--- config.mk ---
export PLATFORM = sky130hd
export DESIGN_NAME = instr_fetch_unit
export DESIGN_NICKNAME = d
export VERILOG_FILES = /design/src/rtl/kgp_risc_pkg.sv /design/src/rtl/fetch_buffer.sv /design/src/rtl/instr_fetch_unit.sv
export SDC_FILE = /design/constraint.sdc
export NUM_CORES = 1
export LEC_CHECK = 0
export CAP_MARGIN = 20
export CORE_MARGIN = 10
export CORE_UTILIZATION = 50
export CTS_CLUSTER_SIZE = 10
export DETAILED_ROUTE_END_ITERATION = 8
export MAX_ROUTING_LAYER = met4
export PLACE_DENSITY = 0.77
export RECOVER_POWER = 25
export SYNTH_ARGS = -nofsm -noshare
export SYNTH_HDL_FRONTEND = slang
export SYNTH_HIERARCHICAL = 1
export SYNTH_SLANG_ARGS = --single-unit
export TNS_END_PERCENT = 100
--- constraint.sdc ---
create_clock -name clk -period 14 [get_ports clk]
set_input_delay 1.4 -clock clk [delete_from_list [all_inputs] [get_ports clk]]
set_output_delay 1.4 -clock clk [all_outputs]
set_load 0.005 [all_outputs]
--- src/rtl/kgp_risc_pkg.sv ---
// Shared widths, reset PC and the fetch-buffer entry type for the KGP_RISC front end.
package kgp_risc_pkg;

    localparam int ADDR_W  = 13;
    localparam int INSTR_W = 32;

    localparam logic [ADDR_W-1:0] RESET_PC = 13'h0000;
    localparam logic [ADDR_W-1:0] PC_INC   = 13'd4;

    typedef struct packed {
        logic [ADDR_W-1:0]  pc;
        logic [INSTR_W-1:0] instr;
    } fetch_entry_t;

endpackage

--- src/rtl/fetch_buffer.sv ---
// Small synchronous FIFO with a flush input; the head entry is visible combinationally.
module fetch_buffer #(
    parameter int DEPTH = 2,
    parameter type T = logic,
    localparam int CNT_W = $clog2(DEPTH + 1)
) (
    input  logic             clk,
    input  logic             rst_n,
    input  logic             push,
    input  logic             pop,
    input  logic             clear,
    input  T                 push_data,
    output T                 head_data,
    output logic [CNT_W-1:0] count
);

    localparam int PTR_W = (DEPTH > 1) ? $clog2(DEPTH) : 1;

    T                 mem_q [DEPTH];
    logic [PTR_W-1:0] wr_ptr_q, wr_ptr_d;
    logic [PTR_W-1:0] rd_ptr_q, rd_ptr_d;
    logic [CNT_W-1:0] count_q, count_d;
    logic             do_pop;

    function automatic logic [PTR_W-1:0] ptr_inc(input logic [PTR_W-1:0] p);
        return (p == PTR_W'(DEPTH - 1)) ? '0 : p + PTR_W'(1);
    endfunction

    assign do_pop = pop && (count_q != '0);

    always_comb begin
        wr_ptr_d = wr_ptr_q;
        rd_ptr_d = rd_ptr_q;
        count_d  = count_q;
        if (clear) begin
            wr_ptr_d = '0;
            rd_ptr_d = '0;
            count_d  = '0;
        end else begin
            if (push)   wr_ptr_d = ptr_inc(wr_ptr_q);
            if (do_pop) rd_ptr_d = ptr_inc(rd_ptr_q);
            count_d = count_q + CNT_W'(push) - CNT_W'(do_pop);
        end
    end

    always_ff @(posedge clk or negedge rst_n) begin
        if (!rst_n) begin
            wr_ptr_q <= '0;
            rd_ptr_q <= '0;
            count_q  <= '0;
        end else begin
            wr_ptr_q <= wr_ptr_d;
            rd_ptr_q <= rd_ptr_d;
            count_q  <= count_d;
        end
    end

    // Storage carries no reset; validity is tracked by count_q alone.
    always_ff @(posedge clk) begin
        if (push && !clear) mem_q[wr_ptr_q] <= push_data;
    end

    assign head_data = mem_q[rd_ptr_q];
    assign count     = count_q;

    assert property (@(posedge clk) disable iff (!rst_n)
        !(push && !clear && !do_pop && (count_q == CNT_W'(DEPTH))));

endmodule

--- src/rtl/instr_fetch_unit.sv ---
// PC register and fetch stage: credit-limited in-order requests, response buffering
// for decode, and stale-response discard after a redirect.
module instr_fetch_unit
    import kgp_risc_pkg::*;
#(
    parameter int BUF_DEPTH = 2
) (
    input  logic               clk,
    input  logic               rst_n,
    input  logic               redirect_valid,
    input  logic [ADDR_W-1:0]  redirect_pc,
    output logic               imem_req,
    output logic [ADDR_W-1:0]  imem_addr,
    input  logic               imem_rvalid,
    input  logic [INSTR_W-1:0] imem_rdata,
    output logic               if_valid,
    input  logic               if_ready,
    output logic [INSTR_W-1:0] if_instr,
    output logic [ADDR_W-1:0]  if_pc,
    output logic [ADDR_W-1:0]  pc_plus4
);

    localparam int CNT_W = $clog2(BUF_DEPTH + 1);
    localparam int SUM_W = CNT_W + 2;

    logic [ADDR_W-1:0] fetch_pc_q, fetch_pc_d;
    logic [CNT_W-1:0]  outstanding_q, outstanding_d;
    logic [CNT_W-1:0]  discard_q, discard_d;
    logic [CNT_W-1:0]  buf_count, pend_count;
    logic [ADDR_W-1:0] pend_head;
    fetch_entry_t      head_entry, push_entry;
    logic              dec_pop, rsp_drop, rsp_keep, credit_ok;
    logic [SUM_W-1:0]  credits_used;

    assign if_valid = (buf_count != '0);
    assign dec_pop  = if_valid && if_ready;

    // A decode pop this cycle frees its slot, which is what sustains one fetch per cycle.
    assign credits_used = SUM_W'(outstanding_q) + SUM_W'(buf_count)
                        + SUM_W'(discard_q) - SUM_W'(dec_pop);
    assign credit_ok    = credits_used < SUM_W'(BUF_DEPTH);
    assign imem_req     = rst_n && !redirect_valid && credit_ok;
    assign imem_addr    = fetch_pc_q;

    assign rsp_drop = imem_rvalid && (discard_q != '0);
    assign rsp_keep = imem_rvalid && (discard_q == '0) && !redirect_valid;

    always_comb begin
        fetch_pc_d    = fetch_pc_q;
        outstanding_d = outstanding_q;
        discard_d     = discard_q;
        if (redirect_valid) begin
            fetch_pc_d    = redirect_pc & ~ADDR_W'(3);
            outstanding_d = '0;
            discard_d     = outstanding_q + discard_q - CNT_W'(imem_rvalid);
        end else begin
            if (imem_req) fetch_pc_d = fetch_pc_q + PC_INC;
            outstanding_d = outstanding_q + CNT_W'(imem_req) - CNT_W'(imem_rvalid && !rsp_drop);
            discard_d     = discard_q - CNT_W'(rsp_drop);
        end
    end

    always_ff @(posedge clk or negedge rst_n) begin
        if (!rst_n) begin
            fetch_pc_q    <= RESET_PC;
            outstanding_q <= '0;
            discard_q     <= '0;
        end else begin
            fetch_pc_q    <= fetch_pc_d;
            outstanding_q <= outstanding_d;
            discard_q     <= discard_d;
        end
    end

    // Request PCs stay queued across redirects so each response can be matched or dropped.
    fetch_buffer #(
        .DEPTH (BUF_DEPTH),
        .T     (logic [ADDR_W-1:0])
    ) u_pend_q (
        .clk       (clk),
        .rst_n     (rst_n),
        .push      (imem_req),
        .pop       (imem_rvalid),
        .clear     (1'b0),
        .push_data (fetch_pc_q),
        .head_data (pend_head),
        .count     (pend_count)
    );

    assign push_entry = '{pc: pend_head, instr: imem_rdata};

    fetch_buffer #(
        .DEPTH (BUF_DEPTH),
        .T     (fetch_entry_t)
    ) u_instr_buf (
        .clk       (clk),
        .rst_n     (rst_n),
        .push      (rsp_keep),
        .pop       (dec_pop),
        .clear     (redirect_valid),
        .push_data (push_entry),
        .head_data (head_entry),
        .count     (buf_count)
    );

    assign if_instr = if_valid ? head_entry.instr : '0;
    assign if_pc    = if_valid ? head_entry.pc : RESET_PC;
    assign pc_plus4 = if_pc + PC_INC;

    assert property (@(posedge clk) disable iff (!rst_n)
        !(imem_rvalid && (pend_count == '0)));

endmodule

### After elaboration in Yosys (flattened, before gate mapping)

Memories as Yosys holds them, arrays and structs flattened.
Index checks and enable logic that the tools add are counted.

| storage, ports and cells | value |
|---|---|
| memories | 2 |
| output and inout bits | 73 |
| bits in writable memories | 116 |
| word-level logic and storage cells | 68 |
| flip-flop bits (word level) | 25 |

| operators by class | value |
|---|---|
| muxes and demuxes | 19 |
| reduce and logical (&&, ||, !) cells | 19 |
| $lt $le $gt $ge | 1 |
| add/sub/neg operators | 18 |

Memory list:

| memory | words | width | read ports | clocked after memory_dff | write ports | line | RTL |
|---|---|---|---|---|---|---|---|
| u_instr_buf.mem_q | 2 | 45 | 1 | 0 | 1 | fetch_buffer.sv:19 | `T mem_q [DEPTH];` |
| u_pend_q.mem_q | 2 | 13 | 1 | 0 | 1 | fetch_buffer.sv:19 |  |

Operator list:

| operator | number |
|---|---|
| $mux W13 | 3 |
| $mux W32 | 1 |
| $add A13 B3 Y13 const B | 2 |
| $mux W1 | 12 |
| $reduce_bool A2 Y1 | 6 |
| $logic_and A1 B1 Y1 | 10 |
| $sub A2 B1 Y2 | 5 |
| $add A2 B1 Y2 | 3 |
| $mux W2 | 3 |
| $add A1 B1 Y1 const B | 4 |
| $add A3 B2 Y4 | 1 |
| $lt A4 B2 Y1 const B | 1 |
| $sub A4 B1 Y4 | 1 |
| $add A2 B2 Y3 | 1 |
| $add A2 B2 Y2 | 1 |
| $logic_not A1 Y1 | 2 |
| $logic_not A2 Y1 | 1 |

### Longest topological paths before layout

| depth | value |
|---|---|
| depth after elaboration | 8 |
| mapped depth | 16 |
| mapped depth without buffers | 15 |

### By module

Netlist, hierarchy kept.

Modules (own cells, without submodules):

| module | instances | cells each | area each (um^2) |
|---|---|---|---|
| fetch_buffer (u_instr_buf) | 1 | 159 | 3482.1 |
| instr_fetch_unit | 1 | 201 | 1620.3 |
| fetch_buffer (u_pend_q) | 1 | 60 | 1221.2 |

### Worst setup path before layout

Ideal clock, no wire load.

| path | value |
|---|---|
| kind | input to register |
| from | in redirect_valid |
| to | mem u_instr_buf/mem_q[0][0] (netlist name), enable pin |
| path slack | 8.306 ns |
| cell stages on the path | 4 |
| path buffers | 1 |
| arrival | 5.180 ns |
| required time | 13.487 ns |
| cells stage by stage | buf_2 -> inv_1 -> and2_1 -> nor3b_1 |

| between the ends | value |
|---|---|
| word-level cells in the longest chain between the ends | 5 |

Ends and longest elaborated chain:

| item | line | RTL |
|---|---|---|
| start: declaration | instr_fetch_unit.sv:10 | `input logic redirect_valid,` |
| $logic_not A1 Y1 | instr_fetch_unit.sv:46 | `assign rsp_keep = imem_rvalid && (discard_q == '0) && !redirect_valid;` |
| $logic_and A1 B1 Y1 | instr_fetch_unit.sv:46 |  |
| via rsp_keep | instr_fetch_unit.sv:32 | `logic dec_pop, rsp_drop, rsp_keep, credit_ok;` |
| $logic_and A1 B1 Y1 | fetch_buffer.sv:60 | `if (push && !clear) mem_q[wr_ptr_q] <= push_data;` |
| $mux W1 | fetch_buffer.sv:60 |  |
| $mux W1 (implied by the code) | fetch_buffer.sv:60 |  |
| end: declaration | fetch_buffer.sv:19 |  |

The timed path passes the listed nets, and every way through them passes these cells.

### Worst setup path in the final report

| path | value |
|---|---|
| from | in if_ready |
| to | out imem_req |

| between the ends | value |
|---|---|
| word-level cells in the longest chain between the ends | 4 |

Ends and longest elaborated chain:

| item | line | RTL |
|---|---|---|
| start: declaration | instr_fetch_unit.sv:17 | `input logic if_ready,` |
| $logic_and A1 B1 Y1 | instr_fetch_unit.sv:36 | `assign dec_pop = if_valid && if_ready;` |
| via dec_pop | instr_fetch_unit.sv:32 |  |
| $sub A4 B1 Y4 | instr_fetch_unit.sv:40 | `+ SUM_W'(discard_q) - SUM_W'(dec_pop);` |
| $lt A4 B2 Y1 | instr_fetch_unit.sv:41 | `assign credit_ok = credits_used < SUM_W'(BUF_DEPTH);` |
| $logic_and A1 B1 Y1 | instr_fetch_unit.sv:42 | `assign imem_req = rst_n && !redirect_valid && credit_ok;` |
| end: declaration | instr_fetch_unit.sv:12 | `output logic imem_req,` |

The timed path passes the listed nets, and every way through them passes these cells.

==> flow_summary.toml <==
[clock_network]
cts_num_sinks = 139
post-cts-setup-buffer-count = 0
cts-buffers-inserted = 17
clk_pin_slew_worst_paths_ns = 0.05
cts_tree = "built"
cts_hold_buffers = 0
cts.repair.resized = 0
ctsRootBufferMaster = "sky130_fd_sc_hd__clkbuf_16"
insertion_delay_of_the_later_clocked_pin_in_the_worst_skew_pair_ns = 0.41
cts_max_path_buffers = 2
cts_max_level = 4

[pwr]
power.leakage_uw = 0.00309
power.density_cell_area_mw_per_mm2 = 150
internal_power_uw = 943
power_frac_seq_pct = 41.2
total_power_uw = 1250
power.switching_fraction_pct = 24.3
switchingPower_uw = 303
power.share.clock_pct = 39.8
power_frac_comb_pct = 19.0
irDropWorstVdd_mv = 0.0768

[worst_setup_path]
regToRegStartpoint = "u_instr_buf/count[0]$_DFF_PN0_"
critPathCaptureType = "output port"
critPathLaunch = "if_ready"
crit_path_dat_ns = 4.75
worst_case_register_to_register_setup_slack_ns = 9.57
crit_fanout = 14
cp_max_stage_cell = "sky130_fd_sc_hd__clkdlybuf4s50_1"
worst-r2r-cell-count = 13
worst_r2r_endpoint = "u_pend_q/mem_q[0][2]$_DFFE_PP_"
worstSetupPathType = "in -> out"
worst_ep_required_time_ns = 12.60
timing.critical_path.from_type = "input port"
cell_breakdown_of_the_critical_path = "clkdlybuf4s50_1 -> and2_1 -> ha_1 -> fa_1 -> inv_1 -> ha_1 -> fa_1 -> nor4b_4 -> nand2_4 -> inv_2 -> clkdlybuf4s50_1"
cp_slowest_stage_delay_ns = 0.57
critPathCapture = "imem_req"

[yosys]
synth_top_area_cell = "sky130_fd_sc_hd__edfxtp_1"
synthCells = 420
most_frequent_cells_after_synthesis = "sky130_fd_sc_hd__edfxtp_1 (116), sky130_fd_sc_hd__mux2_2 (48), sky130_fd_sc_hd__and2_1 (46)"
seq_area_frac_synth_pct = 64.2
ys_dominant_reg_cell = "sky130_fd_sc_hd__edfxtp_1"
syn-cell-area_mm2 = 0.00632
post_synth_edffs = 116
ys_async_sr_fraction_pct = 16.5
synthTopCellsByArea = "sky130_fd_sc_hd__edfxtp_1 (55%), sky130_fd_sc_hd__dfrtp_1 (9.1%), sky130_fd_sc_hd__mux2_2 (8.5%)"
yosys_warnings = 6
postSynthAreaPerCell_um2 = 15.1
synth.lib_cells_used.distinct = 47
most_frequent_cell_after_synthesis = "sky130_fd_sc_hd__edfxtp_1"
yosysTopAreaCellShare_pct = 55.1
postSynthRegisterBits = 139

[route]
initialDrtViolationCount = 143
detailedRoute.firstPassIterationCount = 4
drt_via_density = 5.13
detail_route.wirelength_mm = 13.3
drc_errors = 0
antenna_violating_nets_post_route = 0
detail_route.wl_per_cell_um = 17.9
detailroute.via_count = 3821

[placement]
detailed_place_hpwl_mm = 8.85
placed_cells_incl_taps = 711
numPortBuffers = 118
gpl.final_weighted_congestion = 0.840

[global_route]
grt_overflow = 0
global_route_wire_length_before_repair_mm = 21.1
gr-usage-all-layers_pct = 15.7
grt_max_degree = 46
grt_antenna_before_repair = 0
via_count_of_the_first_global_routing_pass = 4013

[timing]
holdWs_ns = 0.564
max-slew-margin-rel_pct = 6.85
post_route_skew_ns = 0.00793
max_freq_ghz = 0.163
finalCriticalPeriod_ns = 6.15
maxSlewViolCount = 0
timing.final.crit_share_pct = 43.9
finalSetupViolCount = 0
hold_viol = 0
tightestPinTransition_ns = 1.40
rsz0062_at_grt = "false"
tns_ns = 0

[die]
dieArea_mm2 = 0.0175
die-height_um = 132
floorplan.initialDensity_pct = 50.5
top_level_ports = 123
placementRows = 41
design.core.area_mm2 = 0.0125
fp.dieW_um = 132

[final_layout]
design.final.nets = 626
layout-drive-gt1-share_pct = 15.9
area_growth_syn_to_layout_pct = 31.7
instances_no_fill = 745

[run]
drv_cap = 0

[worst_hold_path]
hp-class = "reg -> reg"

[run_status]
outcome = "completed"
-- layout by cell type, fill, tap and decap left out, drive strengths merged, types with 6 or more instances in the layout --
cell	n
edfxtp	116
clkdlybuf4s50	106
mux2	60
and2	46
dfrtp	23
clkbuf	21
nor2	20
inv	20
ha	15
conb	13
xor2	12
dlygate4sd3	12
nand2	11
nand3	9
xnor2	6
bufinv	6
buf	6
-- cell families (layout without fill, tap and decap cells) --
family,count (synthesis),after routing,share of synthesized area (%)
multiplexers,61,61,11.4
adder cells (fa/ha/maj),17,17,3.60
flip-flops,139,139,64.2
AO/OA/AOI/OAI,29,29,3.38
AND/OR/NAND/NOR,116,116,10.7
buffers and inverters,37,177,3.38
XOR/XNOR,20,20,3.21
other,1,14,0.0593
-- registers in the layout (all words and copies together), names as in the netlist, 2 cells and up --
name / flops
discard_q: 2
imem_addr: 11
outstanding_q: 2
u_instr_buf/count: 2
u_instr_buf/mem_q: 90
u_pend_q/count: 2
u_pend_q/mem_q: 26
-- stage by stage --
step           util, %  cell area, um^2  setup slack, ns
2_1_floorplan        -             6370             8.31
3_3_place_gp      61.4             7680             7.89
3_5_place_dp      61.4             7680             7.86
4_1_cts           66.6             8340             7.82
5_1_grt           66.5             8320             7.67
6_report          66.5             8330             7.85
-- critical path, delay by kind of cell --
family | cells | cell delay [ns]
AND/OR/NAND/NOR | 3 | 0.70
adder cells (fa/ha/maj) | 4 | 1.38
buffers and inverters | 4 | 1.28
-- routing by layer --
metal | part of all wire [%] | vias up | wire, um | global-route usage (%)
li1 | - | 1800 | - | -
met1 | 45 | 1863 | 5970 | 18.6
met2 | 49 | 138 | 6510 | 25.2
met3 | 4.8 | 20 | 633 | 4.31
met4 | 1.4 | 0 | 190 | 5.68
met5 | 0 | - | 0 | -
-- worst min-delay path by stage --
stage | from | endpoint | slack [ns] | depth (start not counted)
global placement | u_pend_q/mem_q[0][11]$_DFFE_PP_ | u_instr_buf/mem_q[0][43]$_DFFE_PP_ | 0.54 | 1
floorplan | imem_addr[11]$_DFFE_PN0P_ | u_pend_q/mem_q[0][11]$_DFFE_PP_ | 0.51 | 0
global route | u_pend_q/mem_q[0][5]$_DFFE_PP_ | u_instr_buf/mem_q[0][37]$_DFFE_PP_ | 0.59 | 1
finish | u_pend_q/mem_q[0][5]$_DFFE_PP_ | u_instr_buf/mem_q[1][37]$_DFFE_PP_ | 0.56 | 1
detailed placement | u_pend_q/mem_q[1][0]$_DFFE_PP_ | u_instr_buf/mem_q[1][32]$_DFFE_PP_ | 0.55 | 1
CTS | u_pend_q/mem_q[1][0]$_DFFE_PP_ | u_instr_buf/mem_q[0][32]$_DFFE_PP_ | 0.56 | 1
-- layout make-up --
class,count,area [um^2]
clock inverters,12,220
diodes,1,2.50
repair buffers,125,1240
clock buffers,20,437
well taps,172,215
multi-input cells,256,2070
inverters,20,75.1
flip-flops and latches,139,4060
fillers,908,4190
-- power by group through the flow --
stage | combinational, uW | sequential (uW) | clock, uW
2_1_floorplan | 164 | 511 | 0
3_3_place_gp | 235 | 520 | 0
3_5_place_dp | 244 | 523 | 0
4_1_cts | 248 | 516 | 504
5_1_grt | 264 | 518 | 521
6_report | 236 | 514 | 496
Power figures use the tool's default switching activity.
